File: config.mk
export PLATFORM = sky130hd
export DESIGN_NAME = uart_xcvr_param
export DESIGN_NICKNAME = d
export VERILOG_FILES = /design/src/rtl/uart_pkg.sv /design/src/rtl/uart_rx_core.sv /design/src/rtl/uart_xcvr_param.sv
export SDC_FILE = /design/constraint.sdc
export NUM_CORES = 1
export LEC_CHECK = 0
export ABC_CLOCK_PERIOD_IN_PS = 5100
export CAP_MARGIN = 20
export CORE_MARGIN = 3
export CORE_UTILIZATION = 50
export DETAILED_ROUTE_END_ITERATION = 10
export GPL_ROUTABILITY_DRIVEN = 0
export PLACE_DENSITY = 0.7
export SETUP_SLACK_MARGIN = 0.5
export SLEW_MARGIN = 20
export SYNTH_ARGS = -nofsm -noshare
export SYNTH_HDL_FRONTEND = slang
export SYNTH_SLANG_ARGS = --single-unit
File: constraint.sdc
create_clock -name CpSl_Clk_i -period 5.1 [get_ports CpSl_Clk_i]
set_input_delay 1.02 -clock CpSl_Clk_i [delete_from_list [all_inputs] [get_ports CpSl_Clk_i]]
set_output_delay 1.02 -clock CpSl_Clk_i [all_outputs]
set_load 0.05 [all_outputs]
File: src/rtl/uart_pkg.sv
// Shared UART definitions: parity modes, FSM state encodings and bit-period helper.
package uart_pkg;

  localparam int PAR_NONE = 0;
  localparam int PAR_ODD  = 1;
  localparam int PAR_EVEN = 2;

  typedef enum logic [2:0] {
    TX_IDLE,
    TX_START,
    TX_DATA,
    TX_PARITY,
    TX_STOP
  } tx_state_e;

  typedef enum logic [2:0] {
    RX_IDLE,
    RX_START,
    RX_DATA,
    RX_PARITY,
    RX_STOP,
    RX_WAITHI
  } rx_state_e;

  // Clocks per bit, rounded to nearest.
  function automatic int bit_period(input int clk_freq, input int baud);
    return (clk_freq + baud / 2) / baud;
  endfunction

endpackage

File: src/rtl/uart_rx_core.sv
// UART receiver: 2-FF synchroniser, centre-sampling deserialiser, parity/framing checks.
module uart_rx_core
  import uart_pkg::*;
#(
  parameter int N         = 16,
  parameter int DATA_BITS = 8,
  parameter int PARITY    = PAR_NONE
) (
  input  logic                 i_clk,
  input  logic                 i_rst_n,
  input  logic                 i_rxd,
  output logic [DATA_BITS-1:0] o_data,
  output logic                 o_valid,
  output logic                 o_par_err,
  output logic                 o_frm_err
);

  localparam int CNT_W = $clog2(N + 1);
  localparam int IDX_W = $clog2(DATA_BITS + 1);
  localparam logic [CNT_W-1:0] BIT_LAST = CNT_W'(N - 1);
  localparam logic [CNT_W-1:0] HALF     = CNT_W'(N / 2);
  localparam logic [IDX_W-1:0] IDX_LAST = IDX_W'(DATA_BITS - 1);

  logic [1:0]           r_sync;
  logic                 r_prev;
  rx_state_e            r_st;
  logic [CNT_W-1:0]     r_cnt;
  logic [IDX_W-1:0]     r_idx;
  logic [DATA_BITS-1:0] r_sh;
  logic                 r_par_bit;
  logic                 w_rx_s;
  logic                 w_par_exp;

  assign w_rx_s    = r_sync[1];
  assign w_par_exp = (PARITY == PAR_ODD) ? ~^r_sh : ^r_sh;

  // Synchroniser resets to idle-high so reset release never looks like a start edge.
  always_ff @(posedge i_clk or negedge i_rst_n) begin
    if (!i_rst_n) begin
      r_sync    <= 2'b11;
      r_prev    <= 1'b1;
      r_st      <= RX_IDLE;
      r_cnt     <= '0;
      r_idx     <= '0;
      r_sh      <= '0;
      r_par_bit <= 1'b0;
      o_data    <= '0;
      o_valid   <= 1'b0;
      o_par_err <= 1'b0;
      o_frm_err <= 1'b0;
    end else begin
      r_sync  <= {r_sync[0], i_rxd};
      r_prev  <= w_rx_s;
      o_valid <= 1'b0;
      case (r_st)
        RX_IDLE: begin
          if (r_prev && !w_rx_s) begin
            r_st  <= RX_START;
            r_cnt <= HALF;
          end
        end
        RX_START: begin
          if (r_cnt == '0) begin
            if (w_rx_s) begin
              r_st <= RX_IDLE;
            end else begin
              r_st  <= RX_DATA;
              r_cnt <= BIT_LAST;
              r_idx <= '0;
            end
          end else begin
            r_cnt <= r_cnt - 1'b1;
          end
        end
        RX_DATA: begin
          if (r_cnt == '0) begin
            r_sh  <= {w_rx_s, r_sh[DATA_BITS-1:1]};
            r_cnt <= BIT_LAST;
            if (r_idx == IDX_LAST) begin
              if (PARITY == PAR_NONE) r_st <= RX_STOP;
              else                    r_st <= RX_PARITY;
            end else begin
              r_idx <= r_idx + 1'b1;
            end
          end else begin
            r_cnt <= r_cnt - 1'b1;
          end
        end
        RX_PARITY: begin
          if (r_cnt == '0) begin
            r_par_bit <= w_rx_s;
            r_st      <= RX_STOP;
            r_cnt     <= BIT_LAST;
          end else begin
            r_cnt <= r_cnt - 1'b1;
          end
        end
        RX_STOP: begin
          if (r_cnt == '0) begin
            o_valid   <= 1'b1;
            o_data    <= r_sh;
            o_par_err <= (PARITY != PAR_NONE) && (r_par_bit != w_par_exp);
            o_frm_err <= !w_rx_s;
            r_st      <= w_rx_s ? RX_IDLE : RX_WAITHI;
          end else begin
            r_cnt <= r_cnt - 1'b1;
          end
        end
        RX_WAITHI: begin
          if (w_rx_s) r_st <= RX_IDLE;
        end
        default: r_st <= RX_IDLE;
      endcase
    end
  end

endmodule

File: src/rtl/uart_xcvr_param.sv
// Full-duplex UART transceiver: valid/ready serialiser here, deserialiser in uart_rx_core.
module uart_xcvr_param
  import uart_pkg::*;
#(
  parameter int PrSv_ClkFreq_c  = 100000000,
  parameter int PrSv_Baud_c     = 115200,
  parameter int PrSv_DataBits_c = 8,
  parameter int PrSv_Parity_c   = PAR_NONE,
  parameter int PrSv_StopBits_c = 1
) (
  input  logic                       CpSl_Clk_i,
  input  logic                       CpSl_Rst_iN,
  input  logic                       CpSl_RxData_i,
  output logic                       CpSl_TxData_o,
  input  logic [PrSv_DataBits_c-1:0] CpSv_TxData_i,
  input  logic                       CpSl_TxValid_i,
  output logic                       CpSl_TxReady_o,
  output logic [PrSv_DataBits_c-1:0] CpSv_RxData_o,
  output logic                       CpSl_RxValid_o,
  output logic                       CpSl_RxParErr_o,
  output logic                       CpSl_RxFrmErr_o
);

  localparam int N        = bit_period(PrSv_ClkFreq_c, PrSv_Baud_c);
  localparam int STOP_LEN = N * PrSv_StopBits_c;
  localparam int CNT_W    = $clog2(STOP_LEN + 1);
  localparam int IDX_W    = $clog2(PrSv_DataBits_c + 1);
  localparam logic [CNT_W-1:0] BIT_LAST  = CNT_W'(N - 1);
  localparam logic [CNT_W-1:0] STOP_LAST = CNT_W'(STOP_LEN - 1);
  localparam logic [IDX_W-1:0] IDX_LAST  = IDX_W'(PrSv_DataBits_c - 1);

  generate
    if (N < 4 || PrSv_DataBits_c < 5 || PrSv_DataBits_c > 9) begin : g_bad_cfg
      $error("uart_xcvr_param: bit period below 4 clocks or data width outside 5..9");
    end
  endgenerate

  tx_state_e                  r_tx_st;
  logic [CNT_W-1:0]           r_tx_cnt;
  logic [IDX_W-1:0]           r_tx_idx;
  logic [PrSv_DataBits_c-1:0] r_tx_sh;
  logic                       r_tx_par;
  logic                       r_tx_line;
  logic                       r_tx_rdy;
  logic                       w_tx_par;

  assign w_tx_par       = (PrSv_Parity_c == PAR_ODD) ? ~^CpSv_TxData_i : ^CpSv_TxData_i;
  assign CpSl_TxData_o  = r_tx_line;
  assign CpSl_TxReady_o = r_tx_rdy;

  // Line bit is registered one clock ahead of its period; the counter times each bit.
  always_ff @(posedge CpSl_Clk_i or negedge CpSl_Rst_iN) begin
    if (!CpSl_Rst_iN) begin
      r_tx_st   <= TX_IDLE;
      r_tx_cnt  <= '0;
      r_tx_idx  <= '0;
      r_tx_sh   <= '0;
      r_tx_par  <= 1'b0;
      r_tx_line <= 1'b1;
      r_tx_rdy  <= 1'b0;
    end else begin
      case (r_tx_st)
        TX_IDLE: begin
          r_tx_line <= 1'b1;
          r_tx_rdy  <= 1'b1;
          if (CpSl_TxValid_i && r_tx_rdy) begin
            r_tx_sh   <= CpSv_TxData_i;
            r_tx_par  <= w_tx_par;
            r_tx_line <= 1'b0;
            r_tx_rdy  <= 1'b0;
            r_tx_cnt  <= BIT_LAST;
            r_tx_st   <= TX_START;
          end
        end
        TX_START: begin
          if (r_tx_cnt == '0) begin
            r_tx_st   <= TX_DATA;
            r_tx_line <= r_tx_sh[0];
            r_tx_cnt  <= BIT_LAST;
            r_tx_idx  <= '0;
          end else begin
            r_tx_cnt <= r_tx_cnt - 1'b1;
          end
        end
        TX_DATA: begin
          if (r_tx_cnt == '0) begin
            r_tx_cnt <= BIT_LAST;
            if (r_tx_idx == IDX_LAST) begin
              if (PrSv_Parity_c == PAR_NONE) begin
                r_tx_st   <= TX_STOP;
                r_tx_line <= 1'b1;
                r_tx_cnt  <= STOP_LAST;
              end else begin
                r_tx_st   <= TX_PARITY;
                r_tx_line <= r_tx_par;
              end
            end else begin
              r_tx_idx  <= r_tx_idx + 1'b1;
              r_tx_sh   <= r_tx_sh >> 1;
              r_tx_line <= r_tx_sh[1];
            end
          end else begin
            r_tx_cnt <= r_tx_cnt - 1'b1;
          end
        end
        TX_PARITY: begin
          if (r_tx_cnt == '0) begin
            r_tx_st   <= TX_STOP;
            r_tx_line <= 1'b1;
            r_tx_cnt  <= STOP_LAST;
          end else begin
            r_tx_cnt <= r_tx_cnt - 1'b1;
          end
        end
        TX_STOP: begin
          if (r_tx_cnt == '0) begin
            r_tx_st  <= TX_IDLE;
            r_tx_rdy <= 1'b1;
          end else begin
            r_tx_cnt <= r_tx_cnt - 1'b1;
          end
        end
        default: r_tx_st <= TX_IDLE;
      endcase
    end
  end

  uart_rx_core #(
    .N         (N),
    .DATA_BITS (PrSv_DataBits_c),
    .PARITY    (PrSv_Parity_c)
  ) u_rx (
    .i_clk     (CpSl_Clk_i),
    .i_rst_n   (CpSl_Rst_iN),
    .i_rxd     (CpSl_RxData_i),
    .o_data    (CpSv_RxData_o),
    .o_valid   (CpSl_RxValid_o),
    .o_par_err (CpSl_RxParErr_o),
    .o_frm_err (CpSl_RxFrmErr_o)
  );

endmodule

==> out/results.tsv <==
stage	metric	value	unit
worst_setup_path	CP startpoint kind	register	
detailed_routing	via count	2596	
cts	clk_lat worst skew	0.34	ns
detailed_routing	Post-Route WL	6710	µm
global_route	total track usage	18.7	%
floorplanning	Die X	89.6	µm
cts	Setup Fix Bufs, Post-CTS	0	
detailed_routing	DR WL/cell	14.6	µm
global_route	first-pass GRT wire length	11600	µm
cts	H-tree depth	3	
worst_setup_path	CP peak stage delay	0.79	ns
pwr	NetSw	563	µW
worst_setup_path	Worst Path Buf+Inv	1	
layout	layout cells sized above 1	19.4	%
cts	CTS tree	yes	
floorplanning	Die ar.	8030	µm²
sta	final worst-path cycle share	52.6	%
synthesis	Net Count, Synth	356	
cts	CTS Root Cell	clkbuf_8	
pwr	Clk pwr share	30.4	%
pwr	Total Power	1640	µW
worst_setup_path	CP endpoint kind	primary output	
run_status	run status	completed	
sta	max-slew violations	0	
cts	clk buf depth	2	
sta	relative slew slack	46.0	%
detailed_routing	Antenna Nets Post-Route	0	
worst_setup_path	crit path kind	reg -> out	
cts	Worst-path clk slew	0.07	ns
worst_setup_path	WP data required	4.08	ns
synthesis	#FFs+latches synth	65	
sta	RSZ-0062 raised after global routing	no	
worst_setup_path	maximum fanout along the worst path	2	
place	Buffers on Ports	23	
pwr	combinational fraction of design power	24.6	%
pwr	sw frac	34.4	%
floorplanning	row cnt	29	
detailed_routing	Via density	5.66	
detailed_routing	DRT iter0 DRCs	103	
worst_setup_path	CP delay by family, top	buffers and inverters	
cts	# hold bufs at CTS	0	
pwr	Max VDD drop	0.284	mV
sta	Slew @ Worst Pin	0.810	ns
synthesis	sequential element share of the synthesized area	46.7	%
synthesis	count of cell types in the netlist	62	
synthesis	ys flop type	dfrtp_1	
layout	Nets	379	
sta	Clock Skew	0.00782	ns
synthesis	Synth area leaders	dfrtp_1 (44%), mux2_2 (7.4%), o21ai_0 (4.0%)	
layout	filler instances	542	
place	Place WS	2.26	ns
synthesis	Synth area leader	dfrtp_1	
synthesis	top-area cell type share of the netlist area	43.7	%
global_route	Overflow after GRT	0	
sta	final setup fails	0	
place	DP HPWL	4590	µm
sta	Final Critical Period	2.68	ns
layout	n_diodes	0	
synthesis	Async SR Flop Fraction	100	%
sta	fin worst setup slack	2.42	ns
global_route	vias in the first global route	2506	
worst_setup_path	worst path arrival time	1.66	ns
layout	Area growth, synth to finish	14.5	%
layout	fin util	60.9	%
pwr	sequential power share	44.9	%
sta	Fmax	372	MHz
cts	Sinks on Clock Net	65	
floorplanning	starting density of the core	53.2	%
detailed_routing	DRC	0	
pwr	PwrDens	409	nW/µm²
global_route	pin count of the biggest net entering global routing	66	
floorplanning	die height	89.6	µm
hold_path	class of the worst hold path	reg -> reg	
worst_setup_path	slowest CP cell	clkdlybuf4s50_1	
sta	Hold Vio Cnt, Final	0	
floorplanning	Core Region	6570	µm²
detailed_routing	detailed-router iteration count before antenna repair	4	
cts	post-CTS sizing	0	
cts	CTS Buf Count	9	
synthesis	syn avg cell area	10.3	µm²
sta	Setup TNS	0	ns
worst_setup_path	critical path, cell by cell	clkdlybuf4s50_1	
synthesis	Cells after Synth	338	
pwr	cell internal pwr	1070	µW
global_route	initial antenna violation count	0	
pwr	Leakage	0.00172	µW
floorplanning	total I/O pin count	25	
synthesis	mapped cell area	3490	µm²
synthesis	number of synthesized flops with an enable pin	0	
run	MaxCap Viol Count	0	
synthesis	Yosys Warn Count	0	
power by group through the flow:
stage          logic [µW]  registers [µW]  clock network [µW]
2_1_floorplan         296             737                   0
3_3_place_gp          393             738                   0
3_5_place_dp          405             742                   0
4_1_cts               407             733                 515
5_1_grt               455             752                 534
6_report              403             735                 498
flip-flops by register name, indices dropped and copies added (netlist names):
register        count
r_tx_idx            4
u_rx.r_idx          4
u_rx.o_frm_err      1
r_tx_st             3
u_rx.o_data         8
u_rx.r_st           3
u_rx.r_sh           8
CpSl_TxReady_o      1
u_rx.r_prev         1
u_rx.r_cnt         10
u_rx.r_sync         2
r_tx_cnt           10
r_tx_sh             8
u_rx.o_valid        1
CpSl_TxData_o       1
synth_stat cells, drive strengths merged, types with 4 or more instances:
cell and n:
ha 6, xor2 4, inv 10, or2 4, nand3 14, dfrtp 61
o31ai 4, o22ai 4, a21o 4, clkbuf 4, nor2b 4, nor3 9
nand2 31, nand4 4, dfstp 4, o21ai 30, a21oi 15, buf 8
a31oi 4, mux2 30, nor2 34
through the flow:
step	instance area, µm²	hold slack, ns	cells
after CTS	4000	0.358	459
after floorplan	3490	0.345	338
after detailed placement	3780	0.347	443
final	4000	0.358	459
after global placement	3780	0.346	443
after global routing	4000	0.371	459
kinds of logic (layout without fill, tap and decap cells):
kind of cell             Yosys count  count (layout)  share of synthesized area (%)
AND/OR/NAND/NOR                  123             123                           20.0
AO/OA/AOI/OAI                     86              86                           16.4
flip-flops                        65              65                           46.7
multiplexers                      30              30                           10.4
buffers and inverters             22              50                           2.94
adder cells (fa/ha/maj)            6               6                           2.15
XOR/XNOR                           5               5                           1.25
other                              1               1                          0.107
final timing paths:
path                                       end  depth (start not counted)  slack, ns      startpoint
worst min register to register  u_rx.r_sync[1]                          0       0.36  u_rx.r_sync[0]
min in group asynchronous        u_rx.r_cnt[6]                          2       0.84     CpSl_Rst_iN
max in group asynchronous          r_tx_cnt[7]                          2       3.72     CpSl_Rst_iN
worst max-delay path             CpSl_TxData_o                          1       2.42   CpSl_TxData_o
worst max register to register  u_rx.o_data[6]                          6       2.80   u_rx.r_cnt[0]
worst min-delay path            u_rx.r_sync[1]                          0       0.36  u_rx.r_sync[0]
cells in the final DEF (no fill, tap or decap), drive strengths merged, types with 6 or more instances in the layout:
cell           instances
dfrtp                 61
mux2                  30
nor3                   9
ha                     6
clkdlybuf4s50         22
o21ai                 30
inv                   13
clkbuf                 9
nand2                 31
nand3                 14
nor2                  34
a21oi                 15
per-layer routing:
metal	part of all wire, %	global-route usage, %
met5	0	0
met4	1.4	5.82
met3	4.4	6.11
met2	47	30.0
met1	47	24.1
cell type report:
cell class,instances,area [µm²],share of cell area [%]
well taps,93,116,2.91
clock inverters,7,100,2.50
clock buffers,9,124,3.09
inverters,10,37.5,0.938
flip-flops and latches,65,1630,40.8
repair buffers,24,233,5.81
multi-input cells,251,1760,44.0
No activity file was read; power rests on OpenSTA's default activity.
